==> src/rtl/cpu_pkg.sv <==
// Shared CPU definitions: fetch FSM states, opcode width and reset defaults.
package cpu_pkg;

  typedef enum logic {
    S_REQ,
    S_VALID
  } fetch_state_t;

  localparam int OP_W                = 5;
  localparam int DEFAULT_INSTR_BYTES = 2;
  localparam int DEFAULT_RESET_PC    = 0;

endpackage

==> src/rtl/fetch_unit_if.sv <==
// Instruction-memory request/acknowledge bus between fetch stage and memory.
interface fetch_unit_if #(
  parameter int n = 16
);
  logic         req;
  logic [n-1:0] addr;
  logic         ack;
  logic [n-1:0] rdata;

  modport master (output req, output addr, input ack, input rdata);
  modport slave  (input req, input addr, output ack, output rdata);
endinterface

==> src/rtl/fetch_unit_pc_next.sv <==
// Next-PC selection: jump target beats branch target, else sequential increment.
module pc_next #(
  parameter int n           = 16,
  parameter int INSTR_BYTES = cpu_pkg::DEFAULT_INSTR_BYTES
) (
  input  logic [n-1:0] pc,
  input  logic         jump,
  input  logic [n-1:0] jtarget,
  input  logic         pcsrc,
  input  logic [n-1:0] btarget,
  output logic [n-1:0] pcplus,
  output logic [n-1:0] next_pc
);

  // Increment wraps silently at the top of the address space.
  assign pcplus = pc + n'(INSTR_BYTES);

  always_comb begin
    next_pc = pcplus;
    if (jump)
      next_pc = jtarget;
    else if (pcsrc)
      next_pc = btarget;
  end

endmodule

==> src/rtl/fetch_unit.sv <==
// Multicycle instruction fetch: owns the PC, one outstanding memory request,
// instruction register and retired-instruction counter.
module fetch_unit
  import cpu_pkg::*;
#(
  parameter int           n           = 16,
  parameter logic [n-1:0] RESET_PC    = n'(DEFAULT_RESET_PC),
  parameter int           INSTR_BYTES = DEFAULT_INSTR_BYTES,
  parameter int           CNT_W       = 32
) (
  input  logic              clk,
  input  logic              reset,
  fetch_unit_if.master      imem,
  input  logic              stall,
  input  logic              jump,
  input  logic [n-1:0]      jtarget,
  input  logic              pcsrc,
  input  logic [n-1:0]      btarget,
  output logic [n-1:0]      instr,
  output logic [OP_W-1:0]   op,
  output logic              instr_valid,
  output logic [n-1:0]      pc,
  output logic [n-1:0]      pcplus,
  output logic [CNT_W-1:0]  icount
);

  fetch_state_t     state_reg;
  logic [n-1:0]     pc_reg;
  logic [n-1:0]     instr_reg;
  logic [CNT_W-1:0] icount_reg;
  logic [n-1:0]     next_pc;

  pc_next #(
    .n           (n),
    .INSTR_BYTES (INSTR_BYTES)
  ) u_pc_next (
    .pc      (pc_reg),
    .jump    (jump),
    .jtarget (jtarget),
    .pcsrc   (pcsrc),
    .btarget (btarget),
    .pcplus  (pcplus),
    .next_pc (next_pc)
  );

  // Redirect inputs only matter at the retire point (S_VALID, not stalled).
  always_ff @(posedge clk or posedge reset) begin
    if (reset) begin
      state_reg  <= S_REQ;
      pc_reg     <= RESET_PC;
      instr_reg  <= '0;
      icount_reg <= '0;
    end else begin
      case (state_reg)
        S_REQ: begin
          if (imem.ack) begin
            instr_reg <= imem.rdata;
            state_reg <= S_VALID;
          end
        end
        S_VALID: begin
          if (!stall) begin
            pc_reg     <= next_pc;
            icount_reg <= icount_reg + CNT_W'(1);
            state_reg  <= S_REQ;
          end
        end
        default: state_reg <= S_REQ;
      endcase
    end
  end

  assign imem.req    = (state_reg == S_REQ);
  assign imem.addr   = pc_reg;
  assign instr_valid = (state_reg == S_VALID);
  assign instr       = instr_reg;
  assign op          = instr_reg[n-1 -: OP_W];
  assign pc          = pc_reg;
  assign icount      = icount_reg;

endmodule

==> src/flat_wrapper.sv <==
// flat-port wrapper written by rule: the top's interface ports become plain ports
module fetch_unit_flat import cpu_pkg::*;
#(
  parameter int           n           = 16,
  parameter logic [n-1:0] RESET_PC    = n'(DEFAULT_RESET_PC),
  parameter int           INSTR_BYTES = DEFAULT_INSTR_BYTES,
  parameter int           CNT_W       = 32
)
  (clk, reset, stall, jump, jtarget, pcsrc, btarget, instr, op, instr_valid, pc, pcplus, icount, imem_req, imem_addr, imem_ack, imem_rdata);
  fetch_unit_if #(.n(n)) imem_i ();
  input  logic clk;
  input  logic reset;
  input  logic stall;
  input  logic jump;
  input  logic [n-1:0] jtarget;
  input  logic pcsrc;
  input  logic [n-1:0] btarget;
  output logic [n-1:0] instr;
  output logic [OP_W-1:0] op;
  output logic instr_valid;
  output logic [n-1:0] pc;
  output logic [n-1:0] pcplus;
  output logic [CNT_W-1:0] icount;
  output wire logic [$bits(imem_i.req)-1:0] imem_req;
  output wire logic [$bits(imem_i.addr)-1:0] imem_addr;
  input wire logic [$bits(imem_i.ack)-1:0] imem_ack;
  input wire logic [$bits(imem_i.rdata)-1:0] imem_rdata;
  assign imem_req = imem_i.req;
  assign imem_addr = imem_i.addr;
  assign imem_i.ack = imem_ack;
  assign imem_i.rdata = imem_rdata;
  fetch_unit #(.n(n), .RESET_PC(RESET_PC), .INSTR_BYTES(INSTR_BYTES), .CNT_W(CNT_W)) u_core (.clk(clk), .reset(reset), .imem(imem_i), .stall(stall), .jump(jump), .jtarget(jtarget), .pcsrc(pcsrc), .btarget(btarget), .instr(instr), .op(op), .instr_valid(instr_valid), .pc(pc), .pcplus(pcplus), .icount(icount));
endmodule
==> config.mk <==
export PLATFORM = sky130hd
export DESIGN_NAME = fetch_unit_flat
export DESIGN_NICKNAME = d
export VERILOG_FILES = /design/src/rtl/cpu_pkg.sv /design/src/rtl/fetch_unit_if.sv /design/src/rtl/fetch_unit_pc_next.sv /design/src/rtl/fetch_unit.sv /design/src/flat_wrapper.sv
export SDC_FILE = /design/constraint.sdc
export NUM_CORES = 1
export LEC_CHECK = 0
export ABC_AREA = 1
export BUFFER_PORTS_ARGS = -buffer_cell sky130_fd_sc_hd__buf_2
export CORE_ASPECT_RATIO = 1.25
export CORE_UTILIZATION = 43
export CTS_BUF_LIST = sky130_fd_sc_hd__clkbuf_4 sky130_fd_sc_hd__clkbuf_8 sky130_fd_sc_hd__clkbuf_16
export CTS_CLUSTER_DIAMETER = 150
export DETAILED_ROUTE_END_ITERATION = 10
export GPL_ROUTABILITY_DRIVEN = 0
export PLACE_DENSITY = 0.76
export SETUP_SLACK_MARGIN = 0.4
export SLEW_MARGIN = 15
export SYNTH_ARGS = -nofsm -noshare
export SYNTH_HDL_FRONTEND = slang
export SYNTH_SLANG_ARGS = --single-unit
==> constraint.sdc <==
create_clock -name clk -period 1.95 [get_ports clk]
set_input_delay 0.195 -clock clk [delete_from_list [all_inputs] [get_ports clk]]
set_output_delay 0.195 -clock clk [all_outputs]
set_load 0.01 [all_outputs]
* Word level (Yosys, flattened, before mapping)
Cells that the tools add are included.
Cells by class: reduce and logical (&&, ||, !) cells 2, bitwise gates (word level) 2, mux-type cells 5, $add $sub $neg 2
Operators by type and width (count):
- adder 32 x 1 -> 32 bit, second input constant | 1
- 2-to-1 mux 16 bit | 2
- adder 16 x 2 -> 16 bit, second input constant | 1
- AND reduction 2 bit | 2
- 2-to-1 mux 1 bit | 2
- inverter 1 bit | 2
- one-hot mux 1 bit (2 select lines) | 1
Word-level totals: input bits 54, flip-flop bits (word level) 65, logic and storage cells 15, output and inout port bits 103

* Depth between registers and ports, before layout
depth after elaboration 3, gate-level depth with buffers 9, depth with buffers taken out 9

* Modules after synthesis
Synthesis repeated with hierarchy kept, for this count alone.
Unflattened totals: cells, all modules 515, area total of the unflattened synthesis 3981.3 µm²
By module, submodules not included:
- fetch_unit | cells each 351, times used 1, area each 3218.1 µm², seq. area each 1626.6 µm²
- pc_next | cells each 164, times used 1, area each 763.2 µm², seq. area each 0.0 µm²

* Least setup slack after synthesis
Ideal clock, no wire load.
path type reg-to-reg, start register u_core.pc_reg[1], in the netlist u_core.imem.addr[1], end register u_core.pc_reg[7], in the netlist u_core.imem.addr[7], stages on the path, launching flop included 9, buffers on the path 0, data arrival time 1418 ps, path slack 466 ps, period minus slack after synthesis 1484 ps, setup time 66 ps, required time 1884 ps, path through dfrtp_1 -> ha_1 -> nand3_1 -> nor2_2 -> xor2_1 -> nand2_1 -> nand2_1 -> nand2_1 -> nand2_1
Between the ends: longest elaborated chain between the ends 3
RTL lines:
- from (decl) | line fetch_unit.sv:28 | logic [n-1:0] pc_reg;
- from (signal assigned) | line fetch_unit.sv:63 | pc_reg <= next_pc;
- adder 16 x 2 -> 16 bit | line fetch_unit_pc_next.sv:16 | assign pcplus = pc + n'(INSTR_BYTES);
- net pcplus[7] | line flat_wrapper.sv:22 | output logic [n-1:0] pcplus;
- 2-to-1 mux 16 bit | line fetch_unit_pc_next.sv:22 | else if (pcsrc)
- 2-to-1 mux 16 bit | line fetch_unit_pc_next.sv:20 | if (jump)
The timed path passes the listed nets, and every way through them passes these cells. A chain may end at the register's enable or synchronous reset.

* Worst setup path after layout
start register u_core.pc_reg[1], in the netlist u_core.imem.addr[1], end output port pcplus[15]
Between the ends: longest elaborated chain between the ends 1
RTL lines (line):
- adder 16 x 2 -> 16 bit | fetch_unit_pc_next.sv:16
- to (decl) | flat_wrapper.sv:22
Every way passes these cells.

==> insert_results.sql <==
INSERT INTO impl_metrics (metric_group, metric, value, unit) VALUES
('die', 'die_y', '109', 'µm'),
('critical_path', 'crit_required', '1750', 'ps'),
('power', 'p_leak', '0.00264', 'µW'),
('global_route', 'grt_pass1_vias', '3739', ''),
('min_path', 'worstHoldEndpoint', 'u_core.instr[3]$_DFFE_PP0P_', ''),
('yosys', 'synth.yosys.seq_area_share', '0.414', ''),
('yosys', 'synth-compound-area-share', '0.0563', ''),
('power', 'irDropWorstVdd', '0.000359', 'V'),
('yosys', 'synthDominantCellAreaShare', '0.414', ''),
('global_route', 'grtUsageMet1', '0.263', ''),
('critical_path', 'cpPeakStageDelay', '400', 'ps'),
('placed_design', 'placed_cell_area', '0.00471', 'mm²'),
('yosys', 'synth_fa_ha_area_frac', '0.00637', ''),
('global_route', 'grt_start_max_net_pins', '39', ''),
('timing', 'final_hold_viol_count', '0', ''),
('clock_network', 'tritoncts.num_buffers', '9', ''),
('yosys', 'synth_nets', '562', ''),
('yosys', 'top_cells_by_count_synth', 'nand2_1 (140), nor2_1 (78), dfrtp_1 (65)', ''),
('yosys', 'mappedNetlistArea', '0.00393', 'mm²'),
('timing', 'timing.fmax', '0.558', 'GHz'),
('timing', 'period_minus_slack', '1790', 'ps'),
('yosys', 'synth_area_per_cell', '7.77', 'µm²'),
('yosys', 'synth.largest_area_cell', 'dfrtp_1', ''),
('yosys', 'yosys_warnings', '0', ''),
('layout', 'postLayoutCoreUtil', '0.600', ''),
('layout', 'finalNetCount', '732', ''),
('critical_path', 'crit_slowest_cell', 'dfrtp_1', ''),
('yosys', 'largest_cells_by_area_after_synthesis', 'dfrtp_1 (41%), nand2_1 (13%), nor2_1 (7.4%)', ''),
('detailed_routing', 'postRouteAntennaNets', '0', ''),
('timing', 'setup-tns-final', '0', 'ps'),
('clock_network', 'clockRootBuffer', 'clkbuf_8', ''),
('yosys', 'synthesis_stage_register_bit_count', '65', ''),
('power', 'total_power', '4910', 'µW'),
('run_status', 'status', 'complete, no violations', ''),
('timing', 'timing.final.crit_share', '0.918', ''),
('detailed_routing', 'routed_wire_length_per_instance', '13.8', 'µm'),
('critical_path', 'cell_chain_critical_path', 'ha_2, nand3_4, nor2_4, nand4_1, nand2_1, buf_2', ''),
('layout', 'nFillCells', '767', ''),
('die', 'initial_core_util', '0.447', ''),
('global_route', 'grt_met2_use', '0.411', ''),
('clock_network', 'tritoncts_num_sinks', '65', ''),
('clock_network', 'ctsLongestPathBuffers', '2', ''),
('die', 'ioPinCount', '157', ''),
('yosys', 'yosys.area_share.xor_xnor', '0.0579', ''),
('placed_design', 'io_buffer_count', '156', ''),
('global_route', 'wire_length_of_the_first_global_routing_pass', '17.1', 'mm'),
('layout', 'antenna_cells_inserted', '0', ''),
('critical_path', 'largest_fanout_of_any_net_on_the_critical_path', '3', ''),
('timing', 'max_slew_margin', '0.560', ''),
('layout', 'number_of_flip_flops_under_the_largest_register_name', '32', ''),
('layout', 'layout_cell_share_with_drive_strength_beyond_1', '0.430', ''),
('yosys', 'postSynth.asyncResetShare', '1.00', ''),
('clock_network', 'clkTransAtPathRegs', '80', 'ps'),
('detailed_routing', 'post_detailed_route_drc_marker_count', '0', ''),
('detailed_routing', 'first_iter_violations', '197', ''),
('timing', 'worstMarginPinSlew', '659', 'ps'),
('die', 'placement_rows', '38', ''),
('critical_path', 'r2r-end', 'u_core.imem.addr[12]$_DFFE_PP0P_', ''),
('detailed_routing', 'finalWirelength', '11.1', 'mm'),
('yosys', 'synthMostInstantiatedCell', 'nand2_1', ''),
('timing', 'timing_max_transition_violations_final', '0', ''),
('global_route', 'grt_use_total', '0.234', ''),
('yosys', 'synth_enable_flop_cells', '0', ''),
('clock_network', 'htree_num_levels', '3', ''),
('detailed_routing', 'route.detailed.vias_per_inst', '5.02', ''),
('critical_path', 'critical_setup_path_class', 'register to primary output', ''),
('flow_run', 'max_cap_viol_count', '0', ''),
('die', 'placeableCoreArea', '0.00880', 'mm²'),
('min_path', 'whs_path_depth', '2', ''),
('critical_path', 'worstSetupEndpointType', 'primary output', ''),
('timing', 'final.setup_skew', '9.36', 'ps');
-- stage by stage --
| step | setup WS [ps] | std cells |
|---|---|---|
| final | 159 | 801 |
| after global routing | 71.0 | 801 |
| after CTS | 193 | 795 |
| after detailed placement | 386 | 755 |
| after global placement | 435 | 755 |
| after floorplan | 466 | 506 |
-- worst max-delay path by stage --
| stage | end | slack, ps | depth (start not counted) | start |
|---|---|---|---|---|
| floorplan | u_core.imem.addr[7]$_DFFE_PP0P_ | 470 | 8 | u_core.imem.addr[1]$_DFFE_PP0P_ |
| global placement | pcplus[11] | 430 | 7 | u_core.imem.addr[1]$_DFFE_PP0P_ |
| detailed placement | pcplus[11] | 390 | 7 | u_core.imem.addr[1]$_DFFE_PP0P_ |
| CTS | pcplus[7] | 190 | 5 | u_core.imem.addr[1]$_DFFE_PP0P_ |
| global route | pcplus[15] | 70 | 6 | u_core.imem.addr[1]$_DFFE_PP0P_ |
| finish | pcplus[15] | 160 | 6 | u_core.imem.addr[1]$_DFFE_PP0P_ |
-- power breakdown --
part,total (µW),internal (µW),switching (µW)
sequential,1870,1600,268
combinational,1960,870,1090
clock,1090,493,597
total,4910,2960,1950
-- routing by layer --
layer	vias up	wire [µm]	share of wire
met5	-	0	0
met4	0	363	0.033
met3	39	805	0.073
met2	204	5570	0.50
met1	1861	4310	0.39
li1	1914	-	-
-- cells by family (layout without fill, tap and decap cells) --
group                    count (synthesis)  count (layout)
AND/OR/NAND/NOR                        285             285
buffers and inverters                   69             244
flip-flops                              65              65
AO/OA/AOI/OAI                           43              43
XOR/XNOR                                26              26
multiplexers                            16              16
adder cells (fa/ha/maj)                  2               2
-- repair_timing --
action,4_1_cts,5_1_grt
endpoints found under the hold margin,27,0
resized for setup,27,22
setup buffers,23,6
setup endpoints to repair,14,26
hold buffers,1,0
pin swaps,10,11
-- cell type report --
type | count | area share
clock buffers | 10 | 0.0249
clock inverters | 6 | 0.00971
inverters | 37 | 0.0277
multi-input cells | 372 | 0.398
flip-flops and latches | 65 | 0.311
well taps | 120 | 0.0284
repair buffers | 191 | 0.200
-- cells in the final DEF, fill, tap and decap left out, drive strengths merged --
| cell type | count |
|---|---|
| a21oi | 28 |
| buf | 190 |
| clkbuf | 10 |
| clkinv | 3 |
| clkinvlp | 2 |
| dfrtp | 65 |
| dlygate4sd3 | 1 |
| ha | 2 |
| inv | 38 |
| mux2 | 16 |
| nand2 | 150 |
| nand3 | 20 |
| nand3b | 7 |
| nand4 | 9 |
| nor2 | 94 |
| nor3 | 3 |
| o211ai | 2 |
| o21ai | 12 |
| o22ai | 1 |
| or2 | 2 |
| xnor2 | 14 |
| xor2 | 12 |
-- worst max-delay path: cells and delay by family (launching register included) --
kind / cells / cell delay (ps)
buffers and inverters: 1 / 130
AND/OR/NAND/NOR: 4 / 490
adder cells (fa/ha/maj): 1 / 220
flip-flops: 1 / 400
(Power assumes the default switching activity.)
